## src/rtl/stream_mux_n.sv

```systemverilog
// N-channel packet stream multiplexer with registered output stage.
// Locks to one channel per packet; selection by sel or round-robin.
module stream_mux_n #(
  parameter int N_CH = 4,
  parameter int W    = 8,
  parameter int MODE = 0,
  parameter int SW   = $clog2(N_CH)
) (
  input  logic              clk,
  input  logic              rst,
  input  logic [N_CH*W-1:0] in_data,
  input  logic [N_CH-1:0]   in_valid,
  input  logic [N_CH-1:0]   in_last,
  output logic [N_CH-1:0]   in_ready,
  input  logic [SW-1:0]     sel,
  output logic [W-1:0]      out_data,
  output logic              out_valid,
  output logic              out_last,
  input  logic              out_ready,
  output logic [SW-1:0]     grant,
  output logic              locked
);

  typedef enum logic {IDLE, LOCKED} state_t;

  state_t        state, state_nx;
  logic [SW-1:0] grant_nx;
  logic [SW-1:0] rr, rr_nx;
  logic [SW-1:0] pick;
  logic          found;
  logic          can_take;
  logic          xfer;
  int            c;

  assign locked   = (state == LOCKED);
  assign can_take = !out_valid || out_ready;
  assign xfer     = locked && can_take && in_valid[grant];

  always_comb begin
    in_ready = '0;
    if (locked && can_take)
      in_ready[grant] = 1'b1;
  end

  // Round-robin scans rr+1 .. rr+N_CH, wrapping without a power-of-two mask
  always_comb begin
    pick  = '0;
    found = 1'b0;
    c     = 0;
    if (MODE == 0) begin
      if (int'(sel) < N_CH && in_valid[sel]) begin
        found = 1'b1;
        pick  = sel;
      end
    end else begin
      for (int i = 1; i <= N_CH; i++) begin
        c = int'(rr) + i;
        if (c >= N_CH)
          c = c - N_CH;
        if (!found && in_valid[c]) begin
          found = 1'b1;
          pick  = SW'(c);
        end
      end
    end
  end

  always_comb begin
    state_nx = state;
    grant_nx = grant;
    rr_nx    = rr;
    unique case (state)
      IDLE: begin
        if (found) begin
          state_nx = LOCKED;
          grant_nx = pick;
          if (MODE != 0)
            rr_nx = pick;
        end
      end
      LOCKED: begin
        if (xfer && in_last[grant])
          state_nx = IDLE;
      end
      default: state_nx = IDLE;
    endcase
  end

  always_ff @(posedge clk) begin
    if (rst) begin
      state     <= IDLE;
      grant     <= '0;
      rr        <= SW'(N_CH - 1);
      out_valid <= 1'b0;
      out_data  <= '0;
      out_last  <= 1'b0;
    end else begin
      state <= state_nx;
      grant <= grant_nx;
      rr    <= rr_nx;
      if (xfer) begin
        out_data  <= in_data[int'(grant)*W +: W];
        out_last  <= in_last[grant];
        out_valid <= 1'b1;
      end else if (out_ready) begin
        out_valid <= 1'b0;
      end
    end
  end

endmodule

```

## config.mk

```make
export PLATFORM = sky130hd
export DESIGN_NAME = stream_mux_n
export DESIGN_NICKNAME = d
export VERILOG_FILES = /design/src/rtl/stream_mux_n.sv
export SDC_FILE = /design/constraint.sdc
export NUM_CORES = 1
export LEC_CHECK = 0
export ABC_AREA = 1
export CAP_MARGIN = 20
export CORE_AREA = 2 2 52 54
export DETAILED_ROUTE_END_ITERATION = 8
export DIE_AREA = 0 0 54 56
export PLACE_DENSITY = 0.89
export SETUP_SLACK_MARGIN = 0.1
export SYNTH_ARGS = -nofsm -noshare
export SYNTH_HDL_FRONTEND = slang
export SYNTH_SLANG_ARGS = --single-unit
```

## constraint.sdc

```tcl
create_clock -name clk -period 2.6 [get_ports clk]
set_clock_uncertainty 0.1 [all_clocks]
set_input_delay 0.26 -clock clk [delete_from_list [all_inputs] [get_ports clk]]
set_output_delay 0.26 -clock clk [all_outputs]
set_load 0.01 [all_outputs]
```

### After elaboration in Yosys (flattened, before gate mapping)

Index checks and enable logic that the tools add are counted.

* mux-type cells: 16
* magnitude comparators: 3
* shift operators: 1
* reductions and logical operators: 8
* bitwise logic cells: 1

Operators with widths (count)
* 32-bit by 6-bit indexed part select with 8-bit output: 1
* 1-bit 2-to-1 mux: 9
* 1-bit binary-select mux with 2-bit select: 3
* 2-bit by 3-bit < comparator with 1-bit output, second input constant: 2
* 1-bit logical AND: 4
* 4-bit 2-to-1 mux: 1
* 1-bit demux with 2-bit select: 1
* 2-bit by 1-bit >= comparator with 1-bit output, second input constant: 1
* 2-bit 2-to-1 mux: 1
* 1-bit case mux with 2 select lines: 1
* 2-bit AND reduction: 1
* 2-bit nonzero test: 1
* 1-bit zero test: 1
* 1-bit logical OR: 1
* 1-bit NOT: 1

* bits in registers: 13
* output and inout port bits: 17
* word-level logic and storage cells: 34

### Longest topological paths before layout

* depth after elaboration: 7
* mapped depth: 10
* depth with buffers taken out: 9

### Worst setup path before layout

Ideal clock, no wire load.

* kind: reg-to-output
* start point: reg state, in the netlist locked
* end point: out in_ready[0]
* path buffers: 0
* setup slack: 1.149 ns
* stages on the path, launching flop included: 5
* arrival: 1.091 ns
* data required time: 2.240 ns
* cell sequence: dfxtp_1 -> inv_1 -> a21oi_1 -> inv_1 -> nor3_1

* word-level cells in the longest chain between the ends: 2

RTL lines
* start: declaration: line 26 `state_t state, state_nx;`
* start signal: assignment: line 98 `state <= state_nx;`
* 1-bit logical AND: line 41 `if (locked && can_take)`
* 4-bit 2-to-1 mux: line 41
* end: declaration: line 14 `output logic [N_CH-1:0] in_ready,`

No other way between the ends.

### Final worst setup path

* start point: in out_ready
* end point: out in_ready[0]

* word-level cells in the longest chain between the ends: 3

RTL lines
* start: declaration: line 19 `input logic out_ready,`
* 1-bit logical OR: line 36 `assign can_take = !out_valid || out_ready;`
* 1-bit logical AND: line 41
* 4-bit 2-to-1 mux: line 41

No other way between the ends.

==> results.ini <==
[routing]
totalWireLength_mm=2.657
via_count=1133
drtPass1Iterations=4
ant_nets=0
vias_per_cell=4.884
drc=0
wl_per_cell_um=11.45
drt_iter0_drc=12

[clocking]
clockRootBuffer=clkbuf_4
clk_pin_slew_ns=0.08
cts_hold_buf=0
cts_setup_buffers=0
htree_num_levels=1
cts_tree=done
numCtsBuffers=3
cts_resized=0
clock_latency_ns=0.26
cts_buffer_depth=2
clock_sinks=13

[synth]
synth_area_leader_cell=dfxtp_1
synth_area_leaders=dfxtp_1, nand2_1, nor2_1
yosysTopAreaCellShare=0.3028
synth_ff_type=dfxtp_1
synth_seq_area_share=0.3028
yosys_warnings=0
ys_types=21
netlist_top_cells_count=nand2_1, nor2_1, dfxtp_1, nand3_1
synthArstFlopShare=0
netlist_area_um2=859.6
synth.most_common_cell=nand2_1
ys_ff_latch=13
synth_nets=185
syn_avg_cell_area_um2=6.140
synthCells=140
synth_edf_count=0

[critical_path]
startpoint_type=input pin
worstSetupEndpointType=output port
cp.depth=6
critPathBufInv=4
arrival_ns=1.82
cpLargestDelayFamily=buffers and inverters
reg2reg_depth=9
max_stage_delay_ns=0.57
crit_path_max_fanout=4
critical_path_class=input pin to output port
crit_chain=clkdlybuf4s50_1 > inv_1 > a21oi_1 > inv_1 > nor3_1 > clkdlybuf4s50_1
cp.required_ns=2.24
cp_slowest_cell=clkdlybuf4s50_1

[floorplan]
chipHeight_um=56
start_util=0.3534
die_w_um=54
num_io_pins=62
core-area_um2=2432
dieArea_um2=3024
num_rows=18

[global_route]
use_met2=0.3101
grt_usage=0.1888
grt_overflow=0
grt_max_degree=15
grt_pass1_vias=1027
antenna_found_initial=0
grt_first_pass_wirelength_mm=4.395
gr-usage-met1=0.2418
grt-busiest-layer=met2
use_met3=0.02957

[sta]
tns_ns=0
finalCritPeriodShare=0.8383
period_needed_ns=2.180
grt_setup_unrepaired=false
tightest_slew_ns=0.4965
fmax_ghz=0.4588
slew_headroom=0.6686
final_hold_viol_count=0
maxSlewViolCount=0
timing.hold.ws_ns=0.3689
setup_viol=0

[power_and_ir_drop]
p_per_area_nw_per_um2=405.1
p_leak_uw=0.0006147
vdd_drop_max_v=0.0002570
power_uw=608.7

[worst_hold_path]
hold_class=flip-flop to flip-flop
min_path_cells=2

[finish]
nNetsFinal=248
layout-drive-gt1-share=0.08911
postLayoutCoreUtil=0.6178
diodes=0
area_growth_pct=74.82

[run_status]
outcome=finished, final reports clean

[place]
hpwl_mm=2.196
place_congestion=0.7771
io_buffers=61

[job]
timing.max_cap.violations=0

==> worst register-to-register path, delay by kind of cell (launching register included) <==
family                 cells  cell delay (ns)
and+or+nand+nor            7             0.65
DFF                        1             0.64
buffers and inverters      2             0.26
==> stage by stage <==
step	worst slack (ns)	std cells	instance area [um^2]
global route	0.3007	232	1503
finish	0.4204	232	1503
CTS	0.3825	232	1503
global placement	0.4381	228	1476
detailed placement	0.3819	228	1476
floorplan	1.149	140	859.6
==> kinds of logic (layout without fill, tap and decap cells) <==
logic type | after synthesis | after routing | synth area share
compound gates | 15 | 15 | 0.09898
flops | 13 | 13 | 0.3028
simple gates | 97 | 97 | 0.4949
buf+inv | 15 | 77 | 0.1033
==> state kept, by name, indices dropped and copies added, names as in the netlist <==
name,flops
grant,2
locked,1
out_data,8
out_last,1
out_valid,1
==> cells in the final DEF, fill, tap and decap left out, types with 2 or more instances in the layout <==
master and count:
nand2_2 5, nand4_1 8, clkbuf_4 3, o21ai_1 7, inv_1 8, nor3_1 3
a21oi_1 4, dfxtp_1 13, nand2_1 49, buf_4 2, nor2_1 19, clkdlybuf4s50_1 61
nor2_2 3, nand3_1 9
==> worst paths after layout <==
path                          from                       end  slack, ns
max                      out_ready               in_ready[0]       0.42
min          out_last$_SDFFE_PP0P_     out_last$_SDFFE_PP0P_       0.37
max reg2reg  grant[0]$_SDFFE_PP0P_  out_data[3]$_SDFFE_PP0P_       0.85
min reg2reg  out_last$_SDFFE_PP0P_     out_last$_SDFFE_PP0P_       0.37
==> metal layers <==
| layer | wire [um] | part of all wire | vias to the layer above |
|---|---|---|---|
| li1 | - | - | 576 |
| met1 | 1113 | 0.42 | 505 |
| met2 | 1345 | 0.51 | 42 |
| met3 | 128 | 0.048 | 10 |
| met4 | 69 | 0.026 | 0 |
| met5 | 0 | 0 | - |
==> report_power, final <==
| group | switching, uW | internal, uW |
|---|---|---|
| Sequential | 19.6 | 218 |
| Clock | 62.9 | 59.2 |
| Combinational | 111 | 138 |
| Total | 194 | 415 |
==> area by class of cell <==
class | count | area [um^2]
Clock buffer | 4 | 26.28
Fill cell | 230 | 929.6
Inverter | 10 | 42.54
Multi-Input combinational cell | 112 | 510.5
Sequential cell | 13 | 260.3
Tap cell | 30 | 37.54
Timing Repair Buffer | 63 | 625.6
(Power assumes the default switching activity.)
==> RTL edit 1, RTL diff (same flow settings) <==
The parameter `W` goes from 8 to 9.
--- a/src/rtl/stream_mux_n.sv
+++ b/src/rtl/stream_mux_n.sv
@@ -4,3 +4,3 @@
   parameter int N_CH = 4,
-  parameter int W    = 8,
+  parameter int W    = 9,
   parameter int MODE = 0,
Ports: changed (resized in_data and out_data); port bits go from 62 to 67. No check against the original RTL was run, so the function may have changed too.
==> RTL edit 1 against the original RTL <==
Sequential power grew 7%; total power up 12%; register-to-register slack better by 0.10 ns; worst setup slack improved by 0.013 ns; sequential share of layout area is essentially flat; sequential cell count up 1; area after synthesis up 7.1%; count of clock-buffer cells in the layout did not move; combinational power up 8.4%; routed wire length grew 4.9%; cell area is 7.7% higher; hold slack improved by 0.0092 ns; critical endpoint is now in_ready[2]; largest cell class unchanged; highest routed layer unchanged.
==> RTL edit 1: results (changes against the original RTL) <==
stage	metric	value	unit	change
detailed_routing	post-DR vias/cell	4.73		-3.2%
place	Placer Congestion	0.844		+8.6%
logic_synthesis	Synth top cells by count	52 x nand2_1, 22 x nor2_1, 14 x dfxtp_1		
pwr	leakage power	0.661	nW	+7.5%
layout	Largest regs	out_data (9), grant (2)		
pwr	worst IR drop on VDD	0.301	mV	+17%
grt	first-pass GRT wire length	4.67	mm	+6.3%
layout	share of layout cells above drive strength 1	0.0837		-0.00539
place	Buffers on Ports	66		+8.2%
grt	number of global-route vias before repair	1066		+3.8%
grt	GRT Resource Usage Total	0.202		+0.0134
place	Placed Cells incl. Taps	241		+5.7%
logic_synthesis	post-synthesis sequential area ratio	0.304		+0.00158
place	dpl ws	0.436	ns	+0.0542 ns
detailed_routing	DRT iter0 DRCs	13		+1
timing	Slew @ Worst Pin	0.468	ns	-0.0286 ns
grt	largest net degree at the start of global routing	16		+1
logic_synthesis	Mapped Nets	198		+7.0%
logic_synthesis	cell count after synthesis	149		+6.4%
timing	Worst Hold Slack	0.378	ns	+0.00922 ns
clock_tree	worst skew pair latency	0.28	ns	+0.02 ns
critical_path	r2r worst-path depth	9		unchanged
logic_synthesis	Synth cell types	23		+9.5%
critical_path	reg2reg setup slack	0.95	ns	+0.10 ns
place	dpl cell area	1580	um^2	+7.2%
status	status	finished clean		
layout	fin nets	265		+6.9%
## RTL edit 1: cell types whose count changed after synthesis, sizes merged
cell	change
dfxtp	+1
nand2	+3
nand3	+1
nand4	+1
nor2	+2
o21ai	+1
## RTL edit 1: report_power, final
group	switching, mW	internal (mW)
Combinational	0.122	0.148
Clock	0.0728	0.0852
Sequential	0.0198	0.234
## RTL edit 1: cell type report
type	instances	share of cell area
inverter	10	0.0263
clock buffer	4	0.0224
timing repair buffer	67	0.413
tap	30	0.0232
multi-input combinational	120	0.342
sequential	14	0.173
## RTL edit 1: layer usage
layer / track usage / part of all wire / vias to the layer above
li1: - / - / 619
met1: 0.272 / 0.43 / 494
met2: 0.329 / 0.50 / 39
met3: 0.00806 / 0.047 / 6
met4: 0.0821 / 0.022 / 0
met5: 0 / 0 / -
## RTL edit 1: tightest hold or removal path: stages (launching register included)
cell	delay (ns)
dfxtp_1	0.33
nand2_2	0.07
a21oi_2	0.04
## RTL edit 1: worst max-delay path by stage
stage / to / depth (start not counted) / slack (ns)
global placement: in_ready[0] / 6 / 0.46
detailed placement: in_ready[2] / 6 / 0.44
CTS: in_ready[2] / 6 / 0.42
floorplan: in_ready[1] / 4 / 1.20
global route: in_ready[0] / 6 / 0.29
finish: in_ready[2] / 6 / 0.43
## RTL edit 1: cells by family (layout without fill, tap and decap cells)
kind of cell           Yosys count  after routing  synth area share
AO/OA/AOI/OAI                   16             16             0.110
buffers and inverters           15             81            0.0938
flip-flops                      14             14             0.304
AND/OR/NAND/NOR                104            104             0.492
==> RTL edit 2, RTL diff (same settings) <==
Made on the original files. Make the reset (`rst`) asynchronous in one clocked block.
--- a/src/rtl/stream_mux_n.sv
+++ b/src/rtl/stream_mux_n.sv
@@ -88,3 +88,3 @@
 
-  always_ff @(posedge clk) begin
+  always_ff @(posedge clk or posedge rst) begin
     if (rst) begin
Formal check against the unedited RTL: differs if rst is asserted again (counterexample within 4 cycles, from zero or initial values and one cycle with rst high); with rst held inactive, the same outputs for 10 cycles.
==> RTL edit 2 against the original RTL <==
Count of clock-buffer cells in the layout stayed put; synthesized cell count is 2.1% lower; routed wire length is 3.7% higher; area after synthesis is 6.1% higher; first-iteration DRC count grew to 3.0 times the old value; cell count is 2.6% lower; cell area is 2.2% higher; worst setup slack worse by 0.11 ns; sequential cell count stayed put.
Power is not compared: it rests on default switching activity, and its combinational part moved more than twofold at a synthesized area within 25%.
==> RTL edit 2: results (changes against the original RTL) <==
stage	metric	value	unit	change
status	status	finished clean		
logic_synthesis	Primary FF master, synth	dfrtp_1		
place	Placed Cells incl. Taps	222		-2.6%
logic_synthesis	synth top area cells	dfrtp_1 36%, nand2_1 21%, nand3_1 19%		
critical_path	r2r endpoint	out_data[7]		
place	Placer Congestion	0.890		+14%
logic_synthesis	Mapped Nets	182		-1.6%
detailed_routing	Avg WL per Cell	12.2	um	+6.4%
critical_path	crit path from	grant[0]		
detailed_routing	DRT iter0 DRCs	36		+24
critical_path	CP endpoint	in_ready[1]		
logic_synthesis	Synth cell types	16		-24%
logic_synthesis	cell count after synthesis	137		-2.1%
place	dpl cell area	1510	um^2	+2.3%
layout	number of fill cells in the layout	231		+0.43%
logic_synthesis	Async S/R FF share, synth	1.00		+1.00
detailed_routing	Vias	1126		-0.62%
critical_path	WP data arrival	1.93	ns	+0.11 ns
logic_synthesis	Synth top cells by count	50 x nand2_1, 34 x nand3_1, 13 x dfrtp_1		
critical_path	reg2reg setup slack	0.77	ns	-0.08 ns
layout	fin nets	242		-2.4%
detailed_routing	DRT Pass-1 Iters	5		+1
critical_path	slowest stage delay, CP	0.60	ns	+0.03 ns
timing	Slew @ Worst Pin	0.485	ns	-0.0112 ns
grt	number of global-route vias before repair	1004		-2.2%
layout	share of layout cells above drive strength 1	0.0510		-0.0381
grt	first-pass GRT wire length	4.35	mm	-0.96%
worst_hold_path	Worst Hold Class	in -> async		
timing	Worst Hold Slack	0.208	ns	-0.161 ns
detailed_routing	post-DR vias/cell	4.98		+2.0%
place	dpl ws	0.423	ns	+0.0407 ns
grt	largest net degree at the start of global routing	24		+9
## RTL edit 2: cell types whose count changed after synthesis, sizes merged, moves of 2 or more
cell    unedited run  this run
buf                5         7
o21ai              9         3
clkbuf             0         2
nand2             54        52
nand3             10        34
a21oi              5         0
nor2              22         3
dfrtp              0        13
dfxtp             13         0
## RTL edit 2: routing by layer
| layer | part of all wire | track usage | up-vias |
|---|---|---|---|
| met5 | 0 | 0 | - |
| met4 | 0.040 | 0.107 | 0 |
| met3 | 0.058 | 0.0188 | 16 |
| met2 | 0.48 | 0.312 | 57 |
| met1 | 0.42 | 0.240 | 479 |
| li1 | - | - | 574 |
## RTL edit 2: layout make-up
type                       instances  area, um^2  share of cell area
clock buffer                       4        26.3              0.0171
inverter                           9        33.8              0.0220
multi-input combinational        106         480               0.313
sequential                        13         325               0.212
tap                               30        37.5              0.0244
timing repair buffer              64         633               0.412
## RTL edit 2: logic make-up (layout without fill, tap and decap cells)
logic type	Yosys count	after routing	share of synthesized area
and+or+nand+nor	102	102	0.502
buffers and inverters	18	77	0.117
DFF	13	13	0.357
AOI/OAI and AO/OA	4	4	0.0247
## RTL edit 2: power by group through the flow
stage | sequential [mW] | combinational [mW] | clock, mW
5_1_grt | 0.395 | 1.06 | 0.139
6_report | 0.380 | 0.945 | 0.120
3_5_place_dp | 0.384 | 0.942 | 0
3_3_place_gp | 0.380 | 0.920 | 0
2_1_floorplan | 0.402 | 0.578 | 0
4_1_cts | 0.380 | 0.947 | 0.124
## RTL edit 2: worst max-delay path: cells and delay by family (launching register included)
| kind | cells | cell delay (ns) |
|---|---|---|
| flip-flops | 1 | 0.60 |
| AND/OR/NAND/NOR | 1 | 0.23 |
| buffers and inverters | 2 | 0.82 |
